<file path="src/rtl/commit_unit.sv">
// In-order retirement stage: drains the ROB head, writes the register file,
// hands stores to the store buffer and raises a flush on branch mispredict.
//
// Ports:
//   clk, reset           clock, asynchronous active-high reset
//   head_*               ROB head entry (valid, ready, type, dest, value,
//                        branch outcome, ROB tag)
//   rd_en                dequeue the ROB head this cycle
//   rf_we/waddr/wdata    register file write port
//   rf_clr_tag           ROB tag to clear in the register-status table
//   st_commit_valid/tag  store commit request to the store buffer
//   st_commit_ready      store buffer accepts the commit
//   flush                one-cycle mispredict flush pulse
//   flush_busy           high while commit is stalled after a flush
//   retired_count        dequeued entries (wraps)
//   mispredict_count     mispredicts (saturates at 16'hFFFF)

module commit_unit #(
    parameter int FLUSH_CYCLES = 3,
    parameter int CNT_W        = 32
) (
    input  logic             clk,
    input  logic             reset,
    input  logic             head_valid,
    input  logic             head_ready,
    input  logic [1:0]       head_itype,
    input  logic [4:0]       head_dest_reg,
    input  logic [31:0]      head_value,
    input  logic             head_branch_result,
    input  logic [3:0]       head_rob_num,
    output logic             rd_en,
    output logic             rf_we,
    output logic [4:0]       rf_waddr,
    output logic [31:0]      rf_wdata,
    output logic [3:0]       rf_clr_tag,
    output logic             st_commit_valid,
    output logic [3:0]       st_commit_tag,
    input  logic             st_commit_ready,
    output logic             flush,
    output logic             flush_busy,
    output logic [CNT_W-1:0] retired_count,
    output logic [15:0]      mispredict_count
);

    localparam int FW = (FLUSH_CYCLES < 2) ? 1 : $clog2(FLUSH_CYCLES + 1);

    typedef enum logic [1:0] {
        RUN,
        ST_WAIT,
        FLUSH
    } state_t;

    state_t           state_q, state_d;
    logic [FW-1:0]    fcnt_q, fcnt_d;
    logic [3:0]       st_tag_q, st_tag_d;
    logic [CNT_W-1:0] ret_q;
    logic [15:0]      mis_q;
    logic             mispredict;
    logic             head_ok;

    // Tag 0 marks an invalid entry even if valid/ready claim otherwise.
    assign head_ok = head_valid && head_ready && (head_rob_num != 4'd0);

    always_comb begin
        state_d         = state_q;
        fcnt_d          = fcnt_q;
        st_tag_d        = st_tag_q;
        mispredict      = 1'b0;
        rd_en           = 1'b0;
        rf_we           = 1'b0;
        rf_waddr        = 5'd0;
        rf_wdata        = 32'd0;
        rf_clr_tag      = 4'd0;
        st_commit_valid = 1'b0;
        st_commit_tag   = 4'd0;
        flush           = 1'b0;
        flush_busy      = 1'b0;

        // Gating on reset keeps every strobe low for the whole reset window,
        // not just after the first edge.
        if (!reset) begin
            unique case (state_q)
                RUN: begin
                    if (head_ok) begin
                        if (head_itype[1]) begin
                            rd_en      = 1'b1;
                            rf_we      = (head_dest_reg != 5'd0);
                            rf_waddr   = head_dest_reg;
                            rf_wdata   = head_value;
                            rf_clr_tag = head_rob_num;
                        end else if (head_itype[0]) begin
                            st_commit_valid = 1'b1;
                            st_commit_tag   = head_rob_num;
                            st_tag_d        = head_rob_num;
                            if (st_commit_ready) begin
                                rd_en = 1'b1;
                            end else begin
                                state_d = ST_WAIT;
                            end
                        end else begin
                            rd_en = 1'b1;
                            if (head_branch_result) begin
                                flush      = 1'b1;
                                mispredict = 1'b1;
                                fcnt_d     = FW'(FLUSH_CYCLES);
                                state_d    = FLUSH;
                            end
                        end
                    end
                end
                ST_WAIT: begin
                    // Request is held with the captured tag until accepted.
                    st_commit_valid = 1'b1;
                    st_commit_tag   = st_tag_q;
                    if (st_commit_ready && head_valid) begin
                        rd_en   = 1'b1;
                        state_d = RUN;
                    end
                end
                FLUSH: begin
                    flush_busy = 1'b1;
                    fcnt_d     = fcnt_q - FW'(1);
                    if (fcnt_q <= FW'(1)) begin
                        state_d = RUN;
                    end
                end
                default: state_d = RUN;
            endcase
        end
    end

    always_ff @(posedge clk or posedge reset) begin
        if (reset) begin
            state_q  <= RUN;
            fcnt_q   <= '0;
            st_tag_q <= 4'd0;
            ret_q    <= '0;
            mis_q    <= 16'd0;
        end else begin
            state_q  <= state_d;
            fcnt_q   <= fcnt_d;
            st_tag_q <= st_tag_d;
            if (rd_en) begin
                ret_q <= ret_q + CNT_W'(1);
            end
            if (mispredict && (mis_q != 16'hFFFF)) begin
                mis_q <= mis_q + 16'd1;
            end
        end
    end

    assign retired_count    = ret_q;
    assign mispredict_count = mis_q;

endmodule

</file>
<file path="config.mk">
export PLATFORM = sky130hd
export DESIGN_NAME = commit_unit
export DESIGN_NICKNAME = d
export VERILOG_FILES = /design/src/rtl/commit_unit.sv
export SDC_FILE = /design/constraint.sdc
export NUM_CORES = 1
export LEC_CHECK = 0
export ABC_AREA = 1
export BUFFER_PORTS_ARGS = -buffer_cell sky130_fd_sc_hd__buf_2
export CORE_MARGIN = 3
export CORE_UTILIZATION = 40
export CTS_CLUSTER_SIZE = 28
export DETAILED_ROUTE_END_ITERATION = 8
export PLACE_DENSITY = 0.67
export SYNTH_ARGS = -nofsm -noshare
export SYNTH_HDL_FRONTEND = slang
export SYNTH_SLANG_ARGS = --single-unit
</file>
<file path="constraint.sdc">
create_clock -name clk -period 3.85 [get_ports clk]
set_input_delay 0.77 -clock clk [delete_from_list [all_inputs] [get_ports clk]]
set_output_delay 0.77 -clock clk [all_outputs]
set_load 0.01 [all_outputs]
</file>
Word level (Yosys, flattened, before mapping)
Cells that the tools add are included.
{"block": "word_totals", "reg_bits": 56, "out_inout_bits": 98, "elab_cells": 87}
{"block": "op_classes", "n_addsub": 3, "order_cmp": 1, "eq_ne": 11, "n_mux": 54, "bitwise": 2, "reduce_logical": 11}
{"op": "$mux 32", "n": 4}
{"op": "$add 32x1->32 const B", "n": 1}
{"op": "$mux 4", "n": 8}
{"op": "$mux 1", "n": 22}
{"op": "$mux 2", "n": 11}
{"op": "$mux 5", "n": 4}
{"op": "$add 16x1->16 const B", "n": 1}
{"op": "$ne 16x16->1 const B", "n": 1}
{"op": "$ne 2x2->1 const B", "n": 6}
{"op": "$pmux 4 s2", "n": 1}
{"op": "$reduce_and 7->1", "n": 1}
{"op": "$ne 3x3->1 const B", "n": 2}
{"op": "$pmux 2 s3", "n": 1}
{"op": "$reduce_and 6->1", "n": 1}
{"op": "$reduce_and 5->1", "n": 1}
{"op": "$reduce_bool 5->1", "n": 1}
{"op": "$logic_and 1x1->1", "n": 4}
{"op": "$pmux 1 s2", "n": 2}
{"op": "$pmux 2 s2", "n": 1}
{"op": "$reduce_bool 4->1", "n": 1}
{"op": "$eq 2x1->1 const B", "n": 1}
{"op": "$eq 2x2->1 const B", "n": 1}
{"op": "$le 2x1->1 const B", "n": 1}
{"op": "$logic_not 2->1", "n": 1}
{"op": "other kinds (3)", "n": 4}

Depth between registers and ports, before layout
{"block": "depth", "depth_word": 7, "mapped_depth": 11, "mapped_depth_nobuf": 10}

Least setup slack after synthesis
No wires, ideal clock.
{"block": "synth_timing", "kind": "input port to output port", "from": "input port reset", "to": "output port rf_waddr[0]", "arrival_ns": 2.540, "t_required_ns": 3.080, "slack_ns": 0.540, "stages": 5, "path_buffers": 2, "cell_sequence": "inv_1 > buf_2 > nand4_1 > clkbuf_1 > nor2_1"}
{"block": "synth_via", "elab_chain_len": 1}
{"item": "start, declared", "line_no": "23", "rtl": "input logic reset,"}
{"item": "$mux 5", "line_no": "81", "rtl": "if (!reset) begin"}
{"item": "end, declared", "line_no": "33", "rtl": "output logic [4:0] rf_waddr,"}
No other way between the ends.

Worst setup path after layout
{"block": "layout_timing", "from": "input port head_rob_num[0]", "to": "output port rd_en"}
{"block": "layout_via", "elab_chain_len": 5}
{"item": "start, declared", "line_no": "30", "rtl": "input logic [3:0] head_rob_num,"}
{"item": "$reduce_bool 4->1", "line_no": "62", "rtl": "assign head_ok = head_valid && head_ready && (head_rob_num != 4'd0);"}
{"item": "$logic_and 1x1->1", "line_no": "62"}
{"item": "$mux 1", "line_no": "84", "rtl": "if (head_ok) begin"}
{"item": "$pmux 1 s2", "line_no": "82", "rtl": "unique case (state_q)"}
{"item": "$mux 1", "line_no": "81"}
{"item": "end, declared", "line_no": "31", "rtl": "output logic rd_en,"}
No other way between the ends.

==> impl_metrics.toml <==
[placement]
io_buffers = 146
place_hpwl_mm = 8.89
gp_congestion = 0.925
place_area_sq_um = 4820

[grt]
grt_start_max_net_pins = 43
grt_usage_pct = 19.6
grt_pass1_vias = 3862
grt_overflow_total = 0
grt_pass1_wl_mm = 18.4
antenna_found_initial = 0

[power_and_ir_drop]
intPower_w = 0.000995
swShare_pct = 37.0
power_leakage_nw = 2.86
p_switching_w = 0.000585
p_clk_share_pct = 21.3
seq_power_share_pct = 47.6
powerDensity_nw_per_um2 = 322
vdd_drop_max_mv = 0.186
p_comb_share_pct = 31.1
p_total_w = 0.00158

[synthesis]
yosys.cell_count.top_type = "nand2_1"
synth_common_cells = "nand2_1, nor2_1, inv_1, dfrtp_1, nand3_1"
synth_cells = 648
synth_edf_count = 0
synth_top_area_cell = "dfrtp_1"
yosys_register_bits = 56
synth_top_area_share_pct = 35.1
synth-async-reset-ratio_pct = 100
syn_area_per_cell_sq_um = 6.16
synth_seq_area_share_pct = 35.1
yosys_warnings = 0
synth.area.top_cells = "dfrtp_1, nand2_1, nor2_1, inv_1, nand3_1"
netlist_area_sq_um = 3990
ys.flop_type = "dfrtp_1"
syn-num-nets = 700
synth_cell_types = 27

[clock_network]
cts_setup_buffers = 0
cts_made_buffers = 5
post_cts_resized = 0
cts_tree = "done"
h-tree-depth = 2
hold_buffers = 0
clock_path_buffers = 2
clock_sinks = 56
cts_root_buf = "clkbuf_8"
clk_latency_ns = 0.30
clk_pin_slew_ns = 0.10

[setup_path]
crit_type = "input pin to primary output"
path_max_fanout = 26
crit_path_end_kind = "primary output"
crit_arrival_ns = 2.20
worstSetupStartpointType = "input pin"
required_ns = 3.08

[cells_and_area]
layout.nets = 843
design_area_sq_um = 4910
synthToLayoutAreaGrowth_pct = 22.9
diodes = 0
drive_above_1_share_pct = 21.6
num-fill-cells = 992

[drt]
post_drt_wl_per_cell_um = 12.2
ant_nets = 0
drt-initial-drc-count = 230
dr.pass1.iters = 4
vias = 4304
wirelength_mm = 11.2
viasPerCell = 4.67
drc_errors = 0

[floorplan]
core-area_sq_um = 9460
rows = 35
io_pins = 147
start_util_pct = 42.2
dieArea_sq_um = 11200
fp.dieH_um = 106
fp.dieW_um = 106

[sta]
skew_ns = 0.00314
fmax_mhz = 337
rsz0062_at_grt = "false"
setup_viol = 0
post-route-period-util_pct = 77.1
drv_slew = 0
finalCriticalPeriod_ns = 2.97
slew_headroom_pct = 68.4
final_hold_viol_count = 0
tightest_slew_ns = 0.471
fin_tns_setup_ns = 0

[status]
status = "finished clean"

[min_path]
min_path_type = "flop to flop"

[flow_run]
drv_cap = 0
-- flip-flops by register name, indices dropped and copies added (netlist names) --
name and flops:
mispredict_count 16, retired_count 32, state_q 2, st_tag_q 4, fcnt_q 2
-- metal layers --
layer / vias up / global-route usage (%) / wire length [um]
met4: 0 / 3.61 / 128
met3: 12 / 2.55 / 516
met5: - / 0 / 0
met1: 1951 / 25.8 / 4950
met2: 99 / 34.6 / 5610
li1: 2242 / - / -
-- power groups by stage --
stage	Sequential (W)	Combinational [W]	Clock, W
finish	0.000751	0.000492	0.000337
global route	0.000764	0.000562	0.000368
CTS	0.000751	0.000497	0.000349
detailed placement	0.000763	0.000494	0
global placement	0.000758	0.000487	0
floorplan	0.000764	0.000333	0
-- cells in the final DEF (no fill, tap or decap) --
cell type,n
nand2_1,257
buf_2,146
nor2_1,107
inv_1,90
dfrtp_1,56
nand3_1,37
o21ai_0,13
xor2_1,12
nand4_1,11
xnor2_1,10
nor3_1,8
a21oi_1,8
inv_2,6
clkbuf_8,6
nand3b_1,4
nor2_4,3
ha_1,3
buf_4,3
nand2_2,2
nor2_2,2
clkbuf_1,2
nand2_8,1
nand2_4,1
or2_2,1
o21ai_1,1
nor4_1,1
o21bai_1,1
-- final timing paths --
check,from,to,slack [ns],cells past startpoint
setup / recovery,head_rob_num[0],rd_en,0.88,10
hold / removal,st_tag_q[1]$_DFFE_PP0P_,st_tag_q[1]$_DFFE_PP0P_,0.51,2
setup reg to reg,mispredict_count[0]$_DFFE_PP0P_,mispredict_count[15]$_DFFE_PP0P_,1.85,8
hold reg to reg,st_tag_q[1]$_DFFE_PP0P_,st_tag_q[1]$_DFFE_PP0P_,0.51,2
max in group asynchronous,reset,retired_count[6]$_DFFE_PP0P_,2.63,3
min in group asynchronous,reset,mispredict_count[4]$_DFFE_PP0P_,0.52,2
-- metrics by stage --
| step | util [%] | hold slack, ns | cells | setup slack [ns] |
|---|---|---|---|---|
| floorplan | - | 0.467 | 648 | 0.540 |
| global placement | 50.9 | 0.488 | 913 | 0.903 |
| detailed placement | 50.9 | 0.493 | 913 | 0.870 |
| CTS | 51.9 | 0.518 | 921 | 0.867 |
| global route | 51.9 | 0.535 | 921 | 0.722 |
| finish | 51.9 | 0.513 | 921 | 0.880 |
-- area by class of cell --
type / count / area (sq um) / share of cell area, %
multi-input combinational: 483 / 2140 / 43.6
sequential: 56 / 1400 / 28.6
timing repair buffer: 149 / 753 / 15.3
inverter: 96 / 360 / 7.34
tap: 129 / 161 / 3.29
clock buffer: 8 / 90.1 / 1.84
-- kinds of logic after synthesis --
kind of cell | after synthesis | share of synthesized area, %
AND/OR/NAND/NOR | 435 | 44.9
buffers and inverters | 109 | 11.3
flip-flops | 56 | 35.1
AO/OA/AOI/OAI | 23 | 2.94
XOR/XNOR | 22 | 4.82
adder cells (fa/ha/maj) | 3 | 0.940
-- worst max-delay path, cell delays in order --
cell and delay (ns):
buf_2 0.11, nor2_1 0.05, nand2_1 0.05, nand2_1 0.12
inv_1 0.14, nand2_2 0.10, nand2_8 0.14, nand2_4 0.19
inv_2 0.33, buf_2 0.20
No activity file was read; power rests on OpenSTA's default activity.
